### config.mk
export PLATFORM = sky130hd
export DESIGN_NAME = ultrasonido_ctrl
export DESIGN_NICKNAME = d
export VERILOG_FILES = /design/src/rtl/ultrasonido_ctrl.sv
export SDC_FILE = /design/constraint.sdc
export NUM_CORES = 1
export LEC_CHECK = 0
export CORE_UTILIZATION = 50
export CTS_CLUSTER_SIZE = 40
export DETAILED_ROUTE_END_ITERATION = 10
export PLACE_DENSITY = 0.66
export SLEW_MARGIN = 10
export SYNTH_ARGS = -nofsm -noshare
export SYNTH_HDL_FRONTEND = slang
export SYNTH_SLANG_ARGS = --single-unit
### constraint.sdc
create_clock -name clk -period 5 [get_ports clk]
set_input_delay 1 -clock clk [delete_from_list [all_inputs] [get_ports clk]]
set_output_delay 1 -clock clk [all_outputs]
set_load 0.1 [all_outputs]
### src/rtl/ultrasonido_ctrl.sv
// Ultrasonic ranger sequencer: periodic trigger, echo timing, cm conversion
// and a hysteretic "object near" flag. All timing is derived from clk.
`timescale 1ns/1ps
module ultrasonido_ctrl #(
    parameter int CLK_FREQ_HZ = 50_000_000,
    parameter int TRIG_US     = 10,
    parameter int PERIOD_MS   = 60,
    parameter int TIMEOUT_US  = 25000,
    parameter int NEAR_CM     = 20,
    parameter int HYST_CM     = 3,
    parameter int DIST_W      = 9
) (
    input  logic              clk,
    input  logic              rst_n,
    input  logic              enable,
    input  logic              echo,
    output logic              trig,
    output logic [DIST_W-1:0] dist_cm,
    output logic              dist_valid,
    output logic              timeout,
    output logic              near,
    output logic              busy
);

    localparam int CPU        = CLK_FREQ_HZ / 1_000_000;
    localparam int TRIG_CYC   = TRIG_US * CPU;
    // Split the product so the default 60 ms period does not overflow 32 bits.
    localparam int PERIOD_CYC = PERIOD_MS * (CLK_FREQ_HZ / 1000);
    localparam int TMO_CYC    = TIMEOUT_US * CPU;
    localparam int MAX_CYC    = (PERIOD_CYC > TMO_CYC) ? PERIOD_CYC : TMO_CYC;
    localparam int CNT_W      = $clog2(MAX_CYC + 1);
    localparam int PRE_W      = (CPU > 1) ? $clog2(CPU) : 1;

    localparam logic [PRE_W-1:0]  PRE_LAST  = PRE_W'(CPU - 1);
    localparam logic [CNT_W-1:0]  TRIG_LAST = CNT_W'(TRIG_CYC - 1);
    localparam logic [CNT_W-1:0]  TMO_LAST  = CNT_W'(TMO_CYC - 1);
    localparam logic [CNT_W-1:0]  PER_LAST  = CNT_W'(PERIOD_CYC - 1);
    localparam logic [5:0]        SUB_LAST  = 6'd57;   // 58 us of round trip per cm
    localparam logic [DIST_W-1:0] CM_MAX    = '1;
    localparam logic [DIST_W-1:0] NEAR_SET  = DIST_W'(NEAR_CM);
    localparam logic [DIST_W-1:0] NEAR_CLR  = DIST_W'(NEAR_CM + HYST_CM);

    typedef enum logic [2:0] {
        IDLE      = 3'd0,
        TRIG      = 3'd1,
        WAIT_RISE = 3'd2,
        MEASURE   = 3'd3,
        HOLDOFF   = 3'd4
    } state_t;

    state_t            state_q, state_d;
    logic [PRE_W-1:0]  presc_q, presc_d;
    logic [CNT_W-1:0]  cnt_q, cnt_d;        // per-state cycle counter
    logic [CNT_W-1:0]  period_q, period_d;  // cycles since trig rose
    logic [5:0]        sub_q, sub_d;
    logic [DIST_W-1:0] cm_q, cm_d;
    logic [DIST_W-1:0] dist_q, dist_d;
    logic              valid_q, valid_d;
    logic              tmo_q, tmo_d;
    logic              near_q, near_d;

    logic              echo_meta_q, echo_sync_q, echo_prev_q;
    logic              echo_rise, echo_fall, us_tick;
    logic [5:0]        sub_inc;
    logic [DIST_W-1:0] cm_inc;

    // Free-running microsecond prescaler.
    always_comb begin
        us_tick = (presc_q == PRE_LAST);
        presc_d = us_tick ? '0 : presc_q + PRE_W'(1);
    end

    // Echo synchronizer plus one extra stage for edge detection.
    always_ff @(posedge clk or negedge rst_n) begin
        if (!rst_n) begin
            echo_meta_q <= 1'b0;
            echo_sync_q <= 1'b0;
            echo_prev_q <= 1'b0;
        end else begin
            echo_meta_q <= echo;
            echo_sync_q <= echo_meta_q;
            echo_prev_q <= echo_sync_q;
        end
    end

    assign echo_rise = echo_sync_q & ~echo_prev_q;
    assign echo_fall = ~echo_sync_q & echo_prev_q;

    // Centimetre counting: the tick in the current cycle is included so the
    // value latched on the falling edge covers the whole echo width.
    always_comb begin
        sub_inc = sub_q;
        cm_inc  = cm_q;
        if (us_tick) begin
            if (sub_q == SUB_LAST) begin
                sub_inc = '0;
                cm_inc  = (cm_q == CM_MAX) ? cm_q : cm_q + DIST_W'(1);
            end else begin
                sub_inc = sub_q + 6'd1;
            end
        end
    end

    // Measurement sequencer: next state, counters and result registers.
    always_comb begin
        state_d  = state_q;
        cnt_d    = cnt_q + CNT_W'(1);
        period_d = period_q + CNT_W'(1);
        sub_d    = sub_q;
        cm_d     = cm_q;
        dist_d   = dist_q;
        valid_d  = 1'b0;
        tmo_d    = 1'b0;
        near_d   = near_q;
        case (state_q)
            IDLE: begin
                cnt_d    = '0;
                period_d = '0;
                if (enable) state_d = TRIG;
            end
            TRIG: begin
                if (cnt_q == TRIG_LAST) begin
                    cnt_d   = '0;
                    state_d = WAIT_RISE;
                end
            end
            WAIT_RISE: begin
                // Only a fresh edge starts a measurement; a level already high
                // on entry must fall and rise again.
                if (echo_rise) begin
                    cnt_d   = '0;
                    sub_d   = '0;
                    cm_d    = '0;
                    state_d = MEASURE;
                end else if (cnt_q == TMO_LAST) begin
                    tmo_d   = 1'b1;
                    near_d  = 1'b0;
                    state_d = HOLDOFF;
                end
            end
            MEASURE: begin
                sub_d = sub_inc;
                cm_d  = cm_inc;
                if (echo_fall) begin
                    dist_d  = cm_inc;
                    valid_d = 1'b1;
                    if (cm_inc <= NEAR_SET) begin
                        near_d = 1'b1;
                    end else if (cm_inc > NEAR_CLR) begin
                        near_d = 1'b0;
                    end
                    state_d = HOLDOFF;
                end else if (cnt_q == TMO_LAST) begin
                    tmo_d   = 1'b1;
                    near_d  = 1'b0;
                    state_d = HOLDOFF;
                end
            end
            HOLDOFF: begin
                // Leaving here restarts both counters so the next trig rise
                // lands exactly one period after the previous one.
                if (period_q >= PER_LAST) begin
                    cnt_d    = '0;
                    period_d = '0;
                    state_d  = enable ? TRIG : IDLE;
                end
            end
            default: begin
                cnt_d    = '0;
                period_d = '0;
                state_d  = IDLE;
            end
        endcase
    end

    // State and datapath registers, all cleared asynchronously.
    always_ff @(posedge clk or negedge rst_n) begin
        if (!rst_n) begin
            state_q  <= IDLE;
            presc_q  <= '0;
            cnt_q    <= '0;
            period_q <= '0;
            sub_q    <= '0;
            cm_q     <= '0;
            dist_q   <= '0;
            valid_q  <= 1'b0;
            tmo_q    <= 1'b0;
            near_q   <= 1'b0;
        end else begin
            state_q  <= state_d;
            presc_q  <= presc_d;
            cnt_q    <= cnt_d;
            period_q <= period_d;
            sub_q    <= sub_d;
            cm_q     <= cm_d;
            dist_q   <= dist_d;
            valid_q  <= valid_d;
            tmo_q    <= tmo_d;
            near_q   <= near_d;
        end
    end

    assign trig       = (state_q == TRIG);
    assign busy       = (state_q != IDLE);
    assign dist_cm    = dist_q;
    assign dist_valid = valid_q;
    assign timeout    = tmo_q;
    assign near       = near_q;

endmodule

==> impl_metrics.toml, run 1 <==
[routing]
drt_iter0_markers = 130
wl_met1_um = 4062
top_layer = "met4"
wl_met3_um = 222
viasPerCell = 5.504
drtAntennaViolNets = 0
drtPass1Iterations = 4
vias = 3110
routed-wl-met2_um = 3585
drcViolationCount = 0
wl_per_cell_um = 14.05
drt_wl_total_um = 7938

[clock_tree]
clockRootBuffer = "clkbuf_8"
cts_setup_buffers = 0
insertion_delay_ps = 350
cts_resized = 0
clkSlewWorstSetupHoldPaths_ps = 80
clockBufferDepth = 2
cts_tree = "yes"
numCtsBuffers = 9
cts_hold_buf = 0
htreeDepth = 3
clock-sinks = 83

[cells_and_area]
final_cell_mix = "dfrtp_1, nor2_1, nand2_1, nand3_1, xor2_1"
utilization = 0.5649
mostFrequentLayoutCell = "dfrtp_1"
n_antenna_cell = 0
drive_gt1_frac = 0.05000
instances_no_fill = 565
syn_to_final_growth_pct = 9.331
fin_nets = 467

[worst_setup_path]
critPathKind = "flip-flop to output pin"
critPathRequiredTime_ps = 4000
timing.critical_path.buf_inv = 1
cp_slowest_stage_delay_ps = 1170
start_kind = "flip-flop"
cp_top_family = "buffers and inverters"
cp.arrival_ps = 2350
crit_path_top_delay_cell = "clkdlybuf4s50_1"
worstPathCellList = "nor2_1 -> nand2_1 -> clkdlybuf4s50_1"
end_kind = "output pin"
crit_path_max_fanout = 13

[sta]
timing.final.ws_setup_ps = 1646
skew_ps = 13.38
period_needed_ps = 3354
fin_crit_sh = 0.6709
relSlewSlack = 0.3209
setup_viol = 0
rsz0062_at_grt = "no"
finalMaxSlewViolations = 0
fmax_mhz = 298.1
hold_violations = 0
worst_pin_slew_ps = 1019
tns_ps = 0

[logic_synthesis]
syn_area_per_cell_um2 = 9.535
async_flop_share = 1.000
ys_seq_area_frac = 0.4917
synth_cell_types = 52
mappedNetlistArea_mm2 = 0.004224
yosys_most_used_dff = "dfrtp_1"
ys_ff_latch = 83
yosysWarnings = 0
netlist_instances = 443
synth_edf_count = 0
syn-num-nets = 454

[power_and_ir_drop]
p_leak_uw = 0.001922
powerDensity_mw_per_mm2 = 364.3
p_int_uw = 1027
p_seq_frac = 0.457
switching_share = 0.3898
irDropWorstVdd_mv = 0.3541
clock_power_share = 0.256
p_switching_uw = 655.7
pwr-share-comb = 0.287

[floorplan]
initial_core_util = 0.5167
die_h_um = 93.92
die_width_um = 93.92
die_area_mm2 = 0.008820
num_rows = 33
pin_count = 18
core_area_mm2 = 0.008175

[global_route]
grt_pass1_vias = 3058
grt_max_degree = 84
grt_overflow = 0
grt_pass1_wl_um = 14130
antenna_found_initial = 0
track_usage = 0.2035

[flow_run]
maxCapViolCount = 0

[placement]
place.gp.congestion = 0.8704
dp.cells = 550
dp_hpwl_um = 5328
port_buffers = 17
place_ws_ps = 2038

[status]
status = "finished clean"

[hold_path]
min_path_type = "flip-flop to flip-flop"
==> metrics by stage <==
stage	area [um2]	total power, uW	hold WS, ps
after CTS	4618	1696	361.2
after global placement	4451	1260	339.9
after floorplan	4224	1154	331.2
after global routing	4618	1786	374.5
after detailed placement	4451	1267	342.7
final	4618	1682	356.7
==> per-layer routing <==
layer,track usage,up-vias
met5,0,-
met4,0.06667,0
met3,0.03964,7
met2,0.3133,40
met1,0.2877,1494
li1,-,1569
==> cell families (layout without fill, tap and decap cells) <==
logic type / Yosys count / count (layout) / share of synthesized area
simple gates: 203 / 203 / 0.2441
flops: 83 / 83 / 0.4917
compound gates: 72 / 72 / 0.1108
xor+xnor: 49 / 49 / 0.1016
buf+inv: 28 / 45 / 0.02873
fa+ha+maj: 7 / 7 / 0.02073
mux: 1 / 1 / 0.002370
==> Yosys cell counts (7+ instances only) <==
library cell | count | area [um2]
nor2_1 | 68 | 255.2
ha_1 | 7 | 87.58
o21ai_0 | 25 | 125.1
nand4_1 | 10 | 62.56
nand3_1 | 28 | 140.1
dfrtp_1 | 83 | 2077
nand2_1 | 39 | 146.4
xor2_1 | 28 | 245.2
buf_2 | 7 | 35.03
and3_1 | 10 | 62.56
inv_1 | 13 | 48.80
nor3_1 | 12 | 60.06
a21oi_1 | 13 | 65.06
xnor2_1 | 21 | 183.9
o31ai_1 | 9 | 67.56
==> state kept, by name (all words and copies together) (netlist names) <==
| signal | flops |
|---|---|
| cnt_q | 22 |
| period_q | 22 |
| cm_q | 9 |
| dist_cm | 9 |
| presc_q | 6 |
| sub_q | 6 |
| state_q | 3 |
| dist_valid | 1 |
| echo_meta_q | 1 |
| echo_prev_q | 1 |
| echo_sync_q | 1 |
| near | 1 |
| timeout | 1 |
==> final timing paths <==
kind                       cells past startpoint  slack (ps)         from           end
min in group asynchronous                      1         810        rst_n    dist_cm[3]
min                                            0         360  echo_meta_q   echo_sync_q
max in group asynchronous                      1        3520        rst_n  period_q[19]
max reg2reg                                    7        2350      cm_q[0]          near
min reg2reg                                    0         360  echo_meta_q   echo_sync_q
max                                            3        1650   state_q[0]          busy
==> power groups by stage <==
stage / Combinational (uW) / Sequential (uW) / Clock [uW]
finish: 483 / 769 / 431
global route: 542 / 779 / 465
CTS: 487 / 768 / 440
detailed placement: 485 / 781 / 0
global placement: 482 / 778 / 0
floorplan: 352 / 801 / 0
==> layout make-up <==
class                   instances  area, um2
fillers                       710       3557
flip-flops and latches         83       2077
multi-input cells             332       2026
repair buffers                 17      167.7
clock buffers                  10      137.6
well taps                     105      131.4
inverters                      13      48.80
clock inverters                 5      30.03
No activity file was read; power rests on OpenSTA's default activity.
==> inputs of run 2 (changes only) <==
==> constraint.sdc (replaced) <==
create_clock -name clk -period 3.1 [get_ports clk]
set_input_delay 0.62 -clock clk [delete_from_list [all_inputs] [get_ports clk]]
set_output_delay 0.62 -clock clk [all_outputs]
set_load 0.1 [all_outputs]
==> impl_metrics.toml, run 2 (synthesis results as in run 1) <==
[cells_and_area]
n_antenna_cell = 0
regArea_mm2 = 0.002077
mostFrequentLayoutCell = "dfrtp_1"
syn_to_final_growth_pct = 9.034
final_cell_mix = "dfrtp_1, nor2_1, nand2_1, nand3_1, xor2_1"
fin_nets = 470
drive_gt1_frac = 0.08639
multiInputGateArea_mm2 = 0.002026
post-route-cell-area_mm2 = 0.004606
n_fill_cell = 736
top_regs = "cnt_q x22, period_q x22"

[clock_tree]
insertion_delay_ps = 350
cts_setup_buffers = 0
htreeDepth = 3
clockBufferDepth = 2
clockRootBuffer = "clkbuf_8"
clock-sinks = 83
cts_tree = "yes"
cts_hold_buf = 0
clkSlewWorstSetupHoldPaths_ps = 90
cts_resized = 0
numCtsBuffers = 9

[floorplan]
die_h_um = 93.92
die_area_mm2 = 0.008820
num_rows = 33
core_area_mm2 = 0.008175
initial_core_util = 0.5167
die_width_um = 93.92
pin_count = 18

[worst_setup_path]
crit_path_max_fanout = 11
critPathKind = "flip-flop to flip-flop"
critPathRequiredTime_ps = 3330
reg2reg_depth = 7
cp.arrival_ps = 2810
end_kind = "flip-flop"
start_kind = "flip-flop"

[sta]
setup_viol = 0
skew_ps = 9.221
fmax_mhz = 387.3
rsz0062_at_grt = "no"
hold_violations = 0
worst_pin_slew_ps = 1019
tns_ps = 0
finalMaxSlewViolations = 0
relSlewSlack = 0.3210
fin_crit_sh = 0.8330
period_needed_ps = 2582

[placement]
placed_area_mm2 = 0.004438
port_buffers = 17
dp_hpwl_um = 5405
place.gp.congestion = 0.8424

[power_and_ir_drop]
p_leak_uw = 0.001961
powerDensity_mw_per_mm2 = 592.0
irDropWorstVdd_mv = 0.3198

[routing]
drt_wl_total_um = 7866
wl_per_cell_um = 13.85
drtPass1Iterations = 4
viasPerCell = 5.451
drcViolationCount = 0
drt_iter0_markers = 167
vias = 3096
drtAntennaViolNets = 0

[global_route]
grt_overflow = 0
grt_max_degree = 84
antenna_found_initial = 0
grt_pass1_wl_um = 13840
grt_pass1_vias = 2989
track_usage = 0.2004

[hold_path]
min_path_type = "flip-flop to flip-flop"
min_path_cells = 0

[flow_run]
maxCapViolCount = 0

[status]
status = "finished clean"
## run 2: cell types whose count changed in the layout (fill, tap and decap cells not counted)
| cell | change |
|---|---|
| clkdlybuf4s50_1 | -14 |
| buf_4 | +17 |
## run 2: worst paths after layout
path                             start          end  slack (ps)
max                            cm_q[0]         near         520
max in group asynchronous        rst_n  period_q[6]        2010
max reg2reg                    cm_q[0]         near         520
min reg2reg                echo_meta_q  echo_sync_q         360
min                        echo_meta_q  echo_sync_q         360
min in group asynchronous        rst_n   dist_cm[5]         420
## run 2: per-stage QoR
step                      total power [uW]  utilization  instances  setup WS [ps]  hold slack, ps
final                                 2726       0.5634        568          517.8           355.3
after floorplan                       1861            -        443          974.7           324.4
after detailed placement              2072       0.5429        553          548.8           338.6
after CTS                             2765       0.5634        568          516.3           356.5
after global placement                2061       0.5429        553          619.9           334.8
after global routing                  2909       0.5634        568          247.6           374.8
## run 2: cell type report
| type | instances | area share |
|---|---|---|
| timing repair buffer | 20 | 0.03369 |
| clock inverter | 5 | 0.006520 |
| multi-input combinational | 332 | 0.4398 |
| sequential | 83 | 0.4510 |
| clock buffer | 10 | 0.02988 |
| tap | 105 | 0.02852 |
| inverter | 13 | 0.01059 |
## run 2: routing by layer
metal / part of all wire / global-route usage / vias up
met2: 0.44 / 0.3066 / 35
met4: 0.018 / 0.08077 / 0
met5: 0 / 0 / -
li1: - / - / 1572
met1: 0.51 / 0.2798 / 1477
met3: 0.031 / 0.03722 / 12
## run 2: where the power goes
part / leakage (uW) / switching (uW) / internal [uW]
clock: 0.0000839 / 379 / 304
sequential: 0.00112 / 90.7 / 1150
combinational: 0.000752 / 584 / 216
## run 2: worst max-delay path, cell delays in order, from the launching register on
cell and delay, ps:
dfrtp_1 530, ha_1 360, nand2_1 200, nor4_4 450
nor2_1 270, a211o_1 310, o31ai_1 220, o31ai_1 110
==> inputs of run 3 (changes only) <==
--- a/config.mk
+++ b/config.mk
@@ -8,7 +8,7 @@
 export CORE_UTILIZATION = 50
 export CTS_CLUSTER_SIZE = 40
 export DETAILED_ROUTE_END_ITERATION = 10
-export PLACE_DENSITY = 0.66
+export PLACE_DENSITY = 0.68
 export SLEW_MARGIN = 10
 export SYNTH_ARGS = -nofsm -noshare
 export SYNTH_HDL_FRONTEND = slang
==> constraint.sdc (replaced) <==
create_clock -name clk -period 2.2 [get_ports clk]
set_input_delay 0.44 -clock clk [delete_from_list [all_inputs] [get_ports clk]]
set_output_delay 0.44 -clock clk [all_outputs]
set_load 0.1 [all_outputs]
==> impl_metrics.toml, run 3 (synthesis results as in run 1) <==
[routing]
drt_wl_total_um = 8469
drtPass1Iterations = 5
vias = 3243
drt_iter0_markers = 188
viasPerCell = 5.544
drtAntennaViolNets = 0
drcViolationCount = 0
wl_per_cell_um = 14.48

[sta]
hold_violations = 0
skew_ps = 13.51
fmax_mhz = 483.0
timing.hold.ws_ps = 35.69
worst_pin_slew_ps = 966.0
relSlewSlack = 0.3492
fin_crit_sh = 0.9410
finalMaxSlewViolations = 0
period_needed_ps = 2070
setup_viol = 0

[floorplan]
core_area_mm2 = 0.008175
die_width_um = 93.92
pin_count = 18
die_h_um = 93.92
die_area_mm2 = 0.008820
num_rows = 33
initial_core_util = 0.5167

[global_route]
grt_pass1_vias = 3073
antenna_found_initial = 0
grt_max_degree = 48
grt_pass1_wl_um = 14690
track_usage = 0.2154
grt_overflow = 0

[cells_and_area]
fin_nets = 486
syn_to_final_growth_pct = 14.57
mostFrequentLayoutCell = "dfrtp_1"
n_antenna_cell = 0
utilization = 0.5920
drive_gt1_frac = 0.1188
final_cell_mix = "dfrtp_1, nor2_1, nand2_1, buf_4"
top_regs = "cnt_q x22, period_q x22"

[placement]
dp_hpwl_um = 5755
place.gp.congestion = 0.8141
port_buffers = 17

[hold_path]
min_path_type = "input pin to asynchronous set/reset pin"

[clock_tree]
clkSlewWorstSetupHoldPaths_ps = 90
clock-sinks = 83
clockRootBuffer = "clkbuf_8"
cts_hold_buf = 0
numCtsBuffers = 9
cts_tree = "yes"
htreeDepth = 3
clockBufferDepth = 2
insertion_delay_ps = 350

[power_and_ir_drop]
p_leak_uw = 0.002092
powerDensity_mw_per_mm2 = 878.5
irDropWorstVdd_mv = 0.5024
finalPower_uw = 4252

[worst_setup_path]
critPathRequiredTime_ps = 2440
start_kind = "flip-flop"
end_kind = "flip-flop"
reg2reg_depth = 8
rrSetupSlack_ps = 130
crit_path_max_fanout = 7
cp.arrival_ps = 2310
critPathKind = "flip-flop to flip-flop"

[flow_run]
maxCapViolCount = 0

[status]
status = "finished clean"
[run 3: changes by cell type in the layout (fill, tap and decap cells not counted), moves of 2 or more]
| cell | before | now |
|---|---|---|
| buf_12 | 0 | 4 |
| bufinv_16 | 0 | 2 |
| clkinv_2 | 3 | 1 |
| clkbuf_1 | 0 | 2 |
| clkinvlp_4 | 2 | 0 |
| buf_4 | 18 | 30 |
[run 3: cell type report]
type	instances	area, um2
well taps	105	131.4
clock inverters	4	73.82
repair buffers	36	325.3
flip-flops and latches	83	2077
inverters	13	48.80
multi-input cells	332	2038
fillers	707	3336
clock buffers	12	145.1
[run 3: worst max-delay path, stage by stage (launching register included)]
cell     delay [ps]
dfrtp_1         430
inv_1            70
ha_1            130
and4_1          250
nand4_4         190
nor4_2          420
nand3_1         170
a21oi_1         220
nor2_1           80
[run 3: stage by stage]
stage | worst slack, ps | cell area (um2) | TNS, ps | cells
global placement | 246.1 | 4608 | 0 | 569
finish | 129.8 | 4840 | 0 | 585
floorplan | 74.72 | 4224 | 0 | 443
detailed placement | 181.7 | 4608 | 0 | 569
CTS | 102.7 | 4827 | 0 | 585
global route | -60.77 | 4840 | -60.77 | 585
[run 3: path summary, 6_finish.rpt]
kind / start / end
setup / recovery: sub_q[1] / cm_q[7]
hold / removal: rst_n / dist_cm[0]
setup reg to reg: sub_q[1] / cm_q[7]
hold reg to reg: echo_meta_q / echo_sync_q
max in group asynchronous: rst_n / period_q[17]
min in group clk: echo_meta_q / echo_sync_q
[run 3: timing repair]
| item | 4_1_cts | 5_1_grt |
|---|---|---|
| setup endpoints to repair | 0 | 13 |
| setup buffers | 0 | 0 |
| gates resized for setup | 0 | 2 |
[run 3: report_power, final]
| group | internal, uW | switching (uW) | leakage (uW) |
|---|---|---|---|
| clock | 672 | 540 | 0.000111 |
| combinational | 428 | 855 | 0.000857 |
| sequential | 1630 | 131 | 0.00112 |
[run 3: layer usage]
layer | routed length (um) | GRT usage | vias up
met5 | 0 | 0 | -
met2 | 3842 | 0.3364 | 67
li1 | - | - | 1608
met3 | 396 | 0.05421 | 10
met1 | 4148 | 0.2987 | 1558
met4 | 81 | 0.05641 | 0
